[config.mk]
export PLATFORM = sky130hd
export DESIGN_NAME = fifo_wr_ptr_ctrl
export DESIGN_NICKNAME = d
export VERILOG_FILES = /design/src/rtl/fifo_wr_ptr_ctrl.sv
export SDC_FILE = /design/constraint.sdc
export NUM_CORES = 1
export LEC_CHECK = 0
export CAP_MARGIN = 10
export CORE_MARGIN = 2
export CORE_UTILIZATION = 49
export CTS_CLUSTER_SIZE = 28
export DETAILED_ROUTE_END_ITERATION = 7
export PLACE_DENSITY = 0.82
export SETUP_SLACK_MARGIN = 0.02
export SYNTH_ARGS = -nofsm -noshare
export SYNTH_HDL_FRONTEND = slang
export SYNTH_SLANG_ARGS = --single-unit
[constraint.sdc]
create_clock -name CLK -period 3.69 [get_ports CLK]
set_input_delay 0.738 -clock CLK [delete_from_list [all_inputs] [get_ports CLK]]
set_output_delay 0.738 -clock CLK [all_outputs]
set_load 0.05 [all_outputs]
[src/rtl/fifo_wr_ptr_ctrl.sv]
// Write-domain pointer/flag controller for an async FIFO: binary write pointer,
// registered Gray export, full/almost_full/level from the synchronized read pointer.
// Optional sticky overflow flag built only when FIFO_WR_OVERFLOW_EN is defined.
module fifo_wr_ptr_ctrl #(
  parameter int ADDR_WIDTH   = 3,
  parameter int AFULL_THRESH = 6
) (
  input  logic                  CLK,
  input  logic                  RST,
  input  logic                  wr_inc,
  input  logic [ADDR_WIDTH:0]   rd_ptr_sync,
  output logic                  wr_en,
  output logic [ADDR_WIDTH-1:0] wr_addr,
  output logic [ADDR_WIDTH:0]   wr_ptr_gray,
  output logic                  full,
  output logic                  almost_full,
  output logic [ADDR_WIDTH:0]   wr_level,
  output logic                  overflow
);

  localparam int PW = ADDR_WIDTH + 1;
  // Full when Gray write pointer equals read pointer with its top two bits inverted.
  localparam logic [PW-1:0] FULL_MASK = {2'b11, {(PW-2){1'b0}}};
  localparam logic [PW-1:0] AFULL_T   = PW'(AFULL_THRESH);

  logic [PW-1:0] wr_bin_q, wr_bin_d;
  logic [PW-1:0] gray_q, gray_d;
  logic [PW-1:0] level_q, level_d;
  logic          full_q, full_d;
  logic          afull_q, afull_d;
  logic [PW-1:0] rd_bin;

  always_comb begin
    rd_bin = '0;
    for (int i = 0; i < PW; i++) rd_bin[i] = ^(rd_ptr_sync >> i);
  end

  assign wr_en = wr_inc & ~full_q;

  always_comb begin
    wr_bin_d = wr_en ? wr_bin_q + PW'(1) : wr_bin_q;
    gray_d   = wr_bin_d ^ (wr_bin_d >> 1);
    full_d   = (gray_d == (rd_ptr_sync ^ FULL_MASK));
    level_d  = wr_bin_d - rd_bin;
    afull_d  = (level_d >= AFULL_T);
  end

  always_ff @(posedge CLK or negedge RST) begin
    if (!RST) begin
      wr_bin_q <= '0;
      gray_q   <= '0;
      level_q  <= '0;
      full_q   <= 1'b0;
      afull_q  <= 1'b0;
    end else begin
      wr_bin_q <= wr_bin_d;
      gray_q   <= gray_d;
      level_q  <= level_d;
      full_q   <= full_d;
      afull_q  <= afull_d;
    end
  end

`ifdef FIFO_WR_OVERFLOW_EN
  logic overflow_q, overflow_d;

  always_comb overflow_d = overflow_q | (wr_inc & full_q);

  always_ff @(posedge CLK or negedge RST) begin
    if (!RST) overflow_q <= 1'b0;
    else      overflow_q <= overflow_d;
  end

  assign overflow = overflow_q;
`else
  assign overflow = 1'b0;
`endif

  assign wr_addr     = wr_bin_q[ADDR_WIDTH-1:0];
  assign wr_ptr_gray = gray_q;
  assign full        = full_q;
  assign almost_full = afull_q;
  assign wr_level    = level_q;

endmodule

# Word level (Yosys, flattened, before mapping)
# Index checks and enable logic that the tools add are counted.
classes:
  n_addsub: 2
  n_mul: 0
  n_div: 0
  n_lt_le_gt_ge: 1
  n_eq_ne: 1
  shifts: 0
  n_mux: 1
  n_bitwise: 4
  reduce_logical: 4
ops:
  columns: ["operator", "n"]
  rows:
  - ["$reduce_xor 4->1", 4]
  - ["$add 4x1->4 const B", 1]
  - ["$eq 4x4->1", 1]
  - ["$ge 4x3->1 const B", 1]
  - ["$mux 4", 1]
  - ["$sub 4x4->4", 1]
  - ["$xor 4x3->4", 1]
  - ["$not 2->2", 1]
  - ["$and 1x1->1", 1]
  - ["$not 1->1", 1]
totals:
  register_bits: 14
  latchBits: 0
  ram_bits: 0
  romBits: 0
  in_bits: 7
  out_inout_bits: 15
  word_cells: 18
  n_memories: 0

# Longest topological paths before layout
logic_depth:
  depth_word: 5
  ltp_mapped: 10

# Worst setup path before layout
# Ideal clock, no wire load.
synth_path:
  path_type: "in2reg"
  start: "in wr_inc"
  end: "reg afull_q (netlist: almost_full)"
  t_arrival_ns: 2.426
  required_time_ns: 3.572
  setup_slack_ns: 1.146
  path_stages: 9
  n_path_buf: 1
  path_cell_list: "nor2b_4 > buf_6 > mux2i_4 > inv_1 > ha_1 > a21o_1 > a21oi_1 > xnor3_1 > a21o_1"
synth_via:
  elab_chain_len: 4
synth_rtl:
  columns: ["item", "line_no", "text"]
  rows:
  - ["start, declared", "10", "input logic wr_inc,"]
  - ["$and 1x1->1", "38", "assign wr_en = wr_inc & ~full_q;"]
  - ["via wr_en", "12", "output logic wr_en,"]
  - ["$mux 4", "41", "wr_bin_d = wr_en ? wr_bin_q + PW'(1) : wr_bin_q;"]
  - ["via wr_bin_d[1]", "26", "logic [PW-1:0] wr_bin_q, wr_bin_d;"]
  - ["$sub 4x4->4", "44", "level_d = wr_bin_d - rd_bin;"]
  - ["via level_d[3]", "28", "logic [PW-1:0] level_q, level_d;"]
  - ["$ge 4x3->1", "45", "afull_d = (level_d >= AFULL_T);"]
  - ["via afull_d", "30", "logic afull_q, afull_d;"]
  - ["end signal, assigned", "60", "afull_q <= afull_d;"]
  - ["end, declared", "30", null]
# The timed path passes the listed nets, and every way through them passes these cells.

# Worst setup path after layout
layout_path:
  start: "in wr_inc"
  end: "out wr_en"
layout_via:
  elab_chain_len: 1
layout_rtl:
  columns: ["item", "line_no"]
  rows:
  - ["$and 1x1->1", "38"]
  - ["end, declared", "12"]
# No other way between the ends.

==> run summary <==
max cap viols - 0
Synth top area share - 0.422
Seq/Total Area, Yosys - 0.422
clock root cell - clkbuf_4
DRC - 0
Area Growth Syn to Fin - 29.7%
die width - 43.7 um
Synth Flop Type - dfrtp_1
Placed Cells incl. Taps - 95
die area - 1910 sq um
share of synthesized registers carrying an async set or reset - 1.00
die height - 43.7 um
Final ANT Viol Nets - 0
Fin Hold WS - 0.659 ns
CTS tree - done
placer congestion estimate - 0.763
final WL - 1160 um
setup_tns - 0 ns
count leader, synth - dfrtp_1
vias per cell - 4.96
top cells by count, synth - 13 x dfrtp_1, 9 x inv_1, 6 x xnor2_1
number of DRC markers in iteration 0 - 3
Tightest Hold Check Type - register to register
H-tree depth - 1
# rows - 14
Synth Instances - 61
net count after synthesis - 73
post-layout util - 0.671
worst clock skew - 0.00494 ns
Final Max Slew Viols - 0
initial antenna violation count - 0
crit end category - output port
Worst-Skew Late Latency - 0.28 ns
layout cells sized above 1 - 0.108
Worst EP required - 2.95 ns
Data arrival, critical path - 2.38 ns
Initial Util - 0.518
crit-path max FO - 5
syn avg cell area - 12.6 sq um
drt wl/cell - 11.8 um
EDFF count, synth - 0
IO Count - 22
# diodes - 0
gr usage total - 0.143
critical path class - input port to output port
number of global-route vias before repair - 494
crit start category - input port
Synth Register Bits - 13
Mapped Area - 771 sq um
final hold violation count - 0
Slew @ Worst Pin - 0.563 ns
Max Freq - 321 MHz
# hold bufs at CTS - 0
dominant cells by area after synthesis - dfrtp_1 42%, xnor2_1 6.8%, ha_1 6.5%
Post-CTS Setup Inserts - 0
Layout Nets - 96
CTS Buf Count - 3
Final setup viols - 0
number of synthesis warnings - 0
Max clock buf depth - 2
Worst-path clk slew - 0.08 ns
status - finished, final reports clean
relative slew slack - 0.623
Synth cell types - 24
grt total ovfl - 0
post-route clock period utilization - 0.845
non-filler cells, final - 99
Core ar. - 1490 sq um
IO Port Bufs - 20
RSZ-0062 raised after global routing - false
leading area contributor after synthesis - dfrtp_1
DRT Pass-1 Iters - 2
via count - 491
Final min period - 3.12 ns
CTS Sinks - 13
largest net degree at the start of global routing - 14
global-route wire length before repair - 1990 um
# resized after CTS - 0
## sequential cells by signal, indices dropped and copies added, names as in the netlist
signal and flops:
wr_level 4, wr_ptr_gray 4, wr_bin_q 3, almost_full 1, full 1
## placed cells by master (no fill, tap or decap), drive strengths merged
cell type and instances:
fa 1, xnor3 2, nand4 1, nor2b 1, a21o 2, o21ai 1, clkbuf 3, o32ai 1
nor2 4, inv 9, or3 1, nand3b 2, mux2i 3, clkdlybuf4s50 20, conb 1, xnor2 7
nand2 1, dfrtp 13, xor2 4, clkinv 1, a21oi 1, ha 4
## area by class of cell
class | instances | area, sq um
inverter | 9 | 33.8
clock buffer | 3 | 22.5
timing repair buffer | 20 | 200
sequential | 13 | 325
tap | 16 | 20.0
clock inverter | 1 | 5.00
multi-input combinational | 37 | 393
fill | 118 | 489
## worst max-delay path, cell delays in order
cell	delay [ns]
clkdlybuf4s50_1	0.50
nor2b_4	0.29
clkdlybuf4s50_1	0.85
## worst paths after layout
check                                    start             end  slack (ns)  depth (start not counted)
max in group asynchronous                  RST  wr_ptr_gray[2]        2.50                          1
worst min-delay path            wr_ptr_gray[3]  wr_ptr_gray[3]        0.66                          2
min in group asynchronous                  RST     wr_level[3]        0.82                          1
worst min register to register  wr_ptr_gray[3]  wr_ptr_gray[3]        0.66                          2
worst max-delay path                    wr_inc           wr_en        0.57                          3
worst max register to register     wr_bin_q[0]     almost_full        1.34                          8
## through the flow
step / area, sq um / worst slack [ns]
4_1_cts: 1000 / 0.570
3_5_place_dp: 972 / 0.524
2_1_floorplan: 771 / 1.15
3_3_place_gp: 972 / 0.570
5_1_grt: 1000 / 0.517
6_report: 1000 / 0.571
## per-layer routing
layer  up-vias  part of all wire  GRT usage
li1        237                 -          -
met1       242              0.43      0.181
met2        10              0.53      0.235
met3         2             0.021     0.0125
met4         0             0.021     0.0909
met5         -                 0          0
## kinds of logic after synthesis
| group | share of synthesized area |
|---|---|
| xor gates and xnor gates | 0.218 |
| other | 0.00487 |
| and+or+nand+nor | 0.0974 |
| DFF | 0.422 |
| AOI/OAI and AO/OA | 0.0438 |
| adders and majority gates | 0.0909 |
| buffers and inverters | 0.0682 |
| muxes | 0.0552 |
Power is not shown: default switching activity piles up to over one toggle a cycle in this logic, so the estimate is an artifact.
